===== src/rtl/apb_rr_master.sv =====
// apb_rr_master: two-requester APB master with round-robin arbitration.
// Each requester hands over one command through a valid/ready pulse handshake.
// The master runs the APB SETUP/ACCESS phases and returns a one-cycle
// completion pulse, with read data, to the owning requester.
// Optional feature macro: APB_TIMEOUT_EN. When defined, an ACCESS phase is
// aborted with rsp_err = 1 after TIMEOUT_CYCLES cycles without pready.
module apb_rr_master #(
    parameter int unsigned ADDR_WIDTH     = 10,
    parameter int unsigned DATA_WIDTH     = 32,
    parameter int unsigned TIMEOUT_CYCLES = 16
) (
    input  logic                    pclk,
    input  logic                    PRESETn,
    input  logic [1:0]              req_valid,
    input  logic [1:0]              req_write,
    input  logic [2*ADDR_WIDTH-1:0] req_addr,
    input  logic [2*DATA_WIDTH-1:0] req_wdata,
    output logic [1:0]              req_ready,
    output logic [1:0]              rsp_done,
    output logic [DATA_WIDTH-1:0]   rsp_rdata,
    output logic                    rsp_err,
    output logic [ADDR_WIDTH-1:0]   paddr,
    output logic                    pwrite,
    output logic                    psel,
    output logic                    penable,
    output logic [DATA_WIDTH-1:0]   pwdata,
    input  logic [DATA_WIDTH-1:0]   prdata,
    input  logic                    pready
);

    typedef enum logic [1:0] {StIdle, StSetup, StAccess} state_e;

    state_e state;
    logic   owner;       // requester whose transfer is in flight
    logic   last_owner;  // requester served most recently; loses the next tie

    // A single requester wins outright; on a tie the one not served last wins.
    function automatic logic pick(input logic [1:0] v, input logic last);
        return (v == 2'b11) ? ~last : v[1];
    endfunction

    logic                  arb_any;
    logic                  win;
    logic [ADDR_WIDTH-1:0] win_addr;
    logic [DATA_WIDTH-1:0] win_wdata;
    logic                  win_write;

    assign arb_any = |req_valid;

`ifdef APB_TIMEOUT_EN
    localparam int unsigned CntW = $clog2(TIMEOUT_CYCLES + 1);

    logic [CntW-1:0] tmo_cnt;
    logic [CntW-1:0] tmo_cnt_inc;
    logic            tmo_hit;

    assign tmo_cnt_inc = tmo_cnt + 1'b1;
    assign tmo_hit     = (tmo_cnt_inc == CntW'(TIMEOUT_CYCLES));
`endif

    // Winner selection and payload mux; in ACCESS the owner of the finishing
    // transfer becomes the new last_owner, so arbitrate against it directly.
    always_comb begin
        win       = (state == StAccess) ? pick(req_valid, owner) : pick(req_valid, last_owner);
        win_addr  = win ? req_addr[2*ADDR_WIDTH-1:ADDR_WIDTH] : req_addr[ADDR_WIDTH-1:0];
        win_wdata = win ? req_wdata[2*DATA_WIDTH-1:DATA_WIDTH] : req_wdata[DATA_WIDTH-1:0];
        win_write = win ? req_write[1] : req_write[0];
    end

    // Main FSM with registered APB and response outputs.
    always_ff @(posedge pclk or negedge PRESETn) begin
        if (!PRESETn) begin
            state      <= StIdle;
            owner      <= 1'b0;
            last_owner <= 1'b1;
            psel       <= 1'b0;
            penable    <= 1'b0;
            pwrite     <= 1'b0;
            paddr      <= '0;
            pwdata     <= '0;
            req_ready  <= '0;
            rsp_done   <= '0;
            rsp_rdata  <= '0;
            rsp_err    <= 1'b0;
`ifdef APB_TIMEOUT_EN
            tmo_cnt    <= '0;
`endif
        end else begin
            req_ready <= '0;
            rsp_done  <= '0;
            case (state)
                StIdle: begin
                    if (arb_any) begin
                        paddr     <= win_addr;
                        pwdata    <= win_wdata;
                        pwrite    <= win_write;
                        owner     <= win;
                        req_ready <= win ? 2'b10 : 2'b01;
                        psel      <= 1'b1;
                        penable   <= 1'b0;
                        state     <= StSetup;
                    end
                end
                StSetup: begin
                    penable <= 1'b1;
                    state   <= StAccess;
`ifdef APB_TIMEOUT_EN
                    tmo_cnt <= '0;
`endif
                end
                StAccess: begin
                    if (pready) begin
                        rsp_rdata  <= pwrite ? '0 : prdata;
                        rsp_done   <= owner ? 2'b10 : 2'b01;
                        rsp_err    <= 1'b0;
                        last_owner <= owner;
                        penable    <= 1'b0;
                        if (arb_any) begin
                            // Back-to-back: go straight to SETUP with psel held.
                            paddr     <= win_addr;
                            pwdata    <= win_wdata;
                            pwrite    <= win_write;
                            owner     <= win;
                            req_ready <= win ? 2'b10 : 2'b01;
                            state     <= StSetup;
                        end else begin
                            psel  <= 1'b0;
                            state <= StIdle;
                        end
`ifdef APB_TIMEOUT_EN
                    end else if (tmo_hit) begin
                        // Abort; never chains into a back-to-back transfer.
                        rsp_rdata  <= '0;
                        rsp_done   <= owner ? 2'b10 : 2'b01;
                        rsp_err    <= 1'b1;
                        last_owner <= owner;
                        psel       <= 1'b0;
                        penable    <= 1'b0;
                        state      <= StIdle;
                    end else begin
                        tmo_cnt <= tmo_cnt_inc;
`endif
                    end
                end
                default: begin
                    psel    <= 1'b0;
                    penable <= 1'b0;
                    state   <= StIdle;
                end
            endcase
        end
    end

endmodule

===== config.mk =====
export PLATFORM = sky130hd
export DESIGN_NAME = apb_rr_master
export DESIGN_NICKNAME = d
export VERILOG_FILES = /design/src/rtl/apb_rr_master.sv
export SDC_FILE = /design/constraint.sdc
export NUM_CORES = 1
export LEC_CHECK = 0
export ABC_AREA = 1
export CAP_MARGIN = 20
export CELL_PAD_IN_SITES_DETAIL_PLACEMENT = 1
export CELL_PAD_IN_SITES_GLOBAL_PLACEMENT = 1
export CORE_MARGIN = 2
export CORE_UTILIZATION = 40
export DETAILED_ROUTE_END_ITERATION = 6
export DONT_BUFFER_PORTS = 1
export GPL_TIMING_DRIVEN = 0
export MAX_ROUTING_LAYER = met4
export PLACE_DENSITY_LB_ADDON = 0.1
export SETUP_SLACK_MARGIN = 0.15
export SYNTH_ARGS = -nofsm -noshare
export SYNTH_HDL_FRONTEND = slang
export SYNTH_SLANG_ARGS = --single-unit

===== constraint.sdc =====
create_clock -name pclk -period 3.6 [get_ports pclk]
set_input_delay 0.54 -clock pclk [delete_from_list [all_inputs] [get_ports pclk]]
set_output_delay 0.54 -clock pclk [all_outputs]
set_load 0.01 [all_outputs]

Word-level counts from Yosys, hierarchy flattened
Cells that the tools add are included.

Register bits: 85. Output and inout port bits: 82. Word-level logic and storage cells: 64.

Eq/ne operators: 6. Mux-type cells: 37. Bitwise operators: 3. Reductions and logical operators: 7.

Operator list (count): two-way mux 32 bit (4); case mux 32 bit (2 select lines) (1); two-way mux 10 bit (3); case mux 10 bit (2 select lines) (1); two-way mux 2 bit (8); two-way mux 1 bit (14); inequality test 2 bit, second input constant (3); case mux 1 bit (3 select lines) (2); case mux 2 bit (3 select lines) (1); AND reduction 2 bit (3); == test 2 bit, second input constant (2); case mux 1 bit (2 select lines) (2); case mux 2 bit (2 select lines) (1); AND reduction 4 bit (1); NOT 1 bit (3); == test 2 x 1 -> 1 bit, second input constant (1); logical NOT 2 bit (1); nonzero test 2 bit (1); OR reduction 2 bit (1).

Depth between registers and ports, before layout
Word-level depth: 7. Depth in mapped cells: 8.

Worst setup path after synthesis
OpenSTA, ideal clock, no wires.

Path kind: input to register. Start: input req_valid[1]. End: register paddr[0]. Setup time: 0.125 ns. Data arrival time: 1.271 ns. Data required time: 3.475 ns. Setup slack: 2.203 ns. Stages on the path: 6. Path buffers: 2. Cell sequence: nor2_1 nor2_4 buf_4 buf_6 nand4_1 nand3_1.

Word-level cells in the longest chain between the ends: 7.

RTL lines: start, declared (RTL line 14) `input logic [1:0] req_valid,`; == test 2 bit (RTL line 39) `return (v == 2'b11) ? ~last : v[1];`; two-way mux 1 bit (RTL line 39); two-way mux 1 bit (RTL line 64) `win = (state == StAccess) ? pick(req_valid, owner) : pick(req_valid, last_owner);`; two-way mux 10 bit (RTL line 65) `win_addr = win ? req_addr[2*ADDR_WIDTH-1:ADDR_WIDTH] : req_addr[ADDR_WIDTH-1:0];`; two-way mux 10 bit * (RTL line 93, 118); two-way mux 10 bit (RTL line 112) `if (pready) begin`; case mux 10 bit (2 select lines) * (RTL line 91) `case (state)`; end signal, assigned (RTL line 94) `paddr <= win_addr;`; end signal, assigned (RTL line 120) `paddr <= win_addr;`; end, declared (RTL line 22) `output logic [ADDR_WIDTH-1:0] paddr,`.

Mark *: on every way between the ends. The rest lies on a longest branch, timed or not. The select of a mux whose other input is x is not followed. A chain may end at the register's enable or synchronous reset.

Worst setup path in the final report
Start: register last_owner. End: register pwdata[27].

Word-level cells in the longest chain between the ends: 7.

RTL lines: start, declared (RTL line 35) `logic last_owner;`; start signal, assigned (RTL line 116) `last_owner <= owner;`; NOT 1 bit * (RTL line 39); two-way mux 1 bit * (RTL line 39); two-way mux 1 bit * (RTL line 64); two-way mux 32 bit * (RTL line 66) `win_wdata = win ? req_wdata[2*DATA_WIDTH-1:DATA_WIDTH] : req_wdata[DATA_WIDTH-1:0];`; two-way mux 32 bit * (RTL line 93, 118); two-way mux 32 bit (RTL line 112); case mux 32 bit (2 select lines) * (RTL line 91); end signal, assigned (RTL line 95) `pwdata <= win_wdata;`; end signal, assigned (RTL line 121) `pwdata <= win_wdata;`; end, declared (RTL line 26) `output logic [DATA_WIDTH-1:0] pwdata,`.

Marks and branches as above.

==> reports/qor.csv <==
metric,value,unit
internal power,2.24,mW
DR vias/cell,5.73,
PD cells,924,nW/µm²
status,completed,
# setup viols final,0,
via count,3151,
YS warnings,0,
critical path required time,3.88,ns
Crit path arrival time,1.89,ns
CTS tree,built,
Fill cells,1089,
fin worst setup slack,1.98,ns
clock skew after layout,0.0194,ns
setup TNS,0,ns
"CTS clk-pin slew, worst paths",0.10,ns
Clock Power Share,21.7,%
Flop pwr share,48.8,%
post-synthesis sequential area ratio,56.5,%
post-DP HPWL,8260,µm
synthesized cell area,3720,µm²
Max Root-Sink Buffers,2,
largest net degree at the start of global routing,84,
Place WS,1.99,ns
Final period util,44.9,%
Die ar.,10100,µm²
total global-route track usage,22.8,%
fin cells,550,
CP Launch Type,flip-flop,
synthesis-stage register bit count,84,
critical path class,flip-flop to flip-flop,
CTS-repair resized insts,0,
row cnt,35,
Top Ports,205,
initial DRC count,101,
Max Cap Viol,0,
worst-path cell chain,"nand3_1, nand3_2, clkbuf_1, nand4_1, nand3_1",
total inserted antenna cells,0,
RSZ-0062 raised after global routing,no,
final-report hold violation count,0,
crit-path most repeated cell,nand3_1,
share of cells above drive strength 1,12.1,%
drc violations,0,
clk root buf,clkbuf_8,
routed len/inst,20.6,µm
"most common cell after layout, fill and taps aside",nand2_1,
core area,9150,µm²
Yosys cell types,22,
synth top area cells,"dfrtp_1, nand3_1, nand2_1",
Setup Buffers After CTS,0,
antenna-violating nets left,0,
post-placement cell count,532,
"Avg Cell Area, Syn",8.84,µm²
Tmin final,1.62,ns
hold-fix buffers at CTS,1,
Synth area leader,dfrtp_1,
PortBufs,0,
DRT Pass-1 Iters,4,
TritonCTS buffer count,9,
crit-path max cell delay,0.55,ns
# H-tree levels,3,
Worst Setup End Kind,flip-flop,
antenna violations before repair,0,
combinational share of power,29.5,%
most frequent cells in the layout,"nand2_1, nand3_1, dfrtp_1",
vias in the first global route,3291,
WHS,0.0858,ns
Die Y,100,µm
NumNets Final,557,
first-pass GRT wire length,17400,µm
Mapped Cells,421,
Initial Util,40.7,%
Die X,100,µm
Sw Pwr,1.60,mW
Max Clk Rate,0.618,GHz
GPL Wtd Cong,0.764,
Leak,1.96,nW
post-synthesis net count,544,
Sw Share,41.6,%
grt ovf,0,
CP Max Fanout,10,
Final Max Tran Viols,0,
DRT Wirelength,11300,µm
worst skew pair latency,0.35,ns
area grow syn2layout,11.4,%
Critical-path top delay cell,dfstp_2,
Worst VDD drop,0.397,mV
worst hold-check path type,input pin to async pin,
Clock Sinks,84,
top cell type's share of synthesized area,55.8,%
-- critical path, delay by kind of cell, from the launching register on --
family,cells,cell delay (ns)
buffers and inverters,1,0.41
DFF,1,0.55
and+or+nand+nor,4,0.58
-- kinds of logic (layout without fill, tap and decap cells) --
logic type      count (synthesis)  in the layout  share of synthesized area [%]
other cells                     1              1                          0.101
compound gates                 39             39                           5.44
flops                          84             84                           56.5
buf+inv                        46             64                           6.25
simple gates                  251            251                           31.7
-- metal layers --
layer | wire length [µm] | share of wire, % | GRT usage [%] | vias up
met5 | 0 | 0 | - | -
met4 | 132 | 1.2 | 6.95 | 0
met3 | 965 | 8.5 | 6.45 | 13
met2 | 5590 | 49 | 36.7 | 133
met1 | 4620 | 41 | 28.1 | 1537
li1 | - | - | - | 1468
-- state kept, by name, indices dropped and copies added, names as in the netlist --
signal	count
last_owner	1
owner	1
paddr	10
psel	1
pwdata	32
pwrite	1
req_ready	2
rsp_done	2
rsp_rdata	32
state	2
-- per-stage QoR --
stage / instance area (µm²) / total power [mW] / utilization, %
floorplan: 3720 / 2.63 / -
finish: 4150 / 3.84 / 45.3
global placement: 3860 / 2.97 / 42.2
detailed placement: 3860 / 3.03 / 42.2
CTS: 4140 / 3.89 / 45.2
global route: 4150 / 4.13 / 45.3
-- worst paths after layout --
| check | start | to | slack (ns) | cells past startpoint |
|---|---|---|---|---|
| max in group asynchronous | PRESETn | last_owner$_DFFE_PN1P_ | 3.01 | 1 |
| max | last_owner$_DFFE_PN1P_ | pwdata[27]$_DFFE_PN0P_ | 1.98 | 5 |
| min | PRESETn | rsp_rdata[23]$_DFFE_PN0P_ | 0.09 | 1 |
| max reg2reg | last_owner$_DFFE_PN1P_ | pwdata[27]$_DFFE_PN0P_ | 1.98 | 5 |
| min reg2reg | last_owner$_DFFE_PN1P_ | last_owner$_DFFE_PN1P_ | 0.48 | 2 |
| min in group pclk | pready | state[1]$_DFFE_PN0P_ | 0.28 | 1 |
-- power by group through the flow --
stage	sequential [mW]	clock, mW	combinational, mW
2_1_floorplan	1.77	0	0.860
3_3_place_gp	1.88	0	1.08
3_5_place_dp	1.89	0	1.14
4_1_cts	1.88	0.850	1.16
5_1_grt	1.92	0.893	1.32
6_report	1.87	0.834	1.13
-- Yosys cell counts (all sizes together) --
cell / count
nand2: 114
nand3: 88
dfrtp: 83
nand4: 43
o21ai: 34
buf: 28
inv: 10
clkbuf: 8
nor2: 5
a21oi: 3
conb: 1
dfstp: 1
nor3: 1
o21bai: 1
o22ai: 1
-- layout make-up --
| type | count | area [µm²] | area share [%] |
|---|---|---|---|
| plain buffers | 36 | 195 | 4.70 |
| repair buffers | 2 | 37.5 | 0.905 |
| flip-flops and latches | 84 | 2100 | 50.7 |
| well taps | 111 | 139 | 3.35 |
| multi-input cells | 291 | 1390 | 33.4 |
| inverters | 10 | 37.5 | 0.905 |
| clock buffers | 11 | 141 | 3.41 |
| clock inverters | 5 | 108 | 2.59 |
Note: power is estimated with default switching activity, not from simulation.
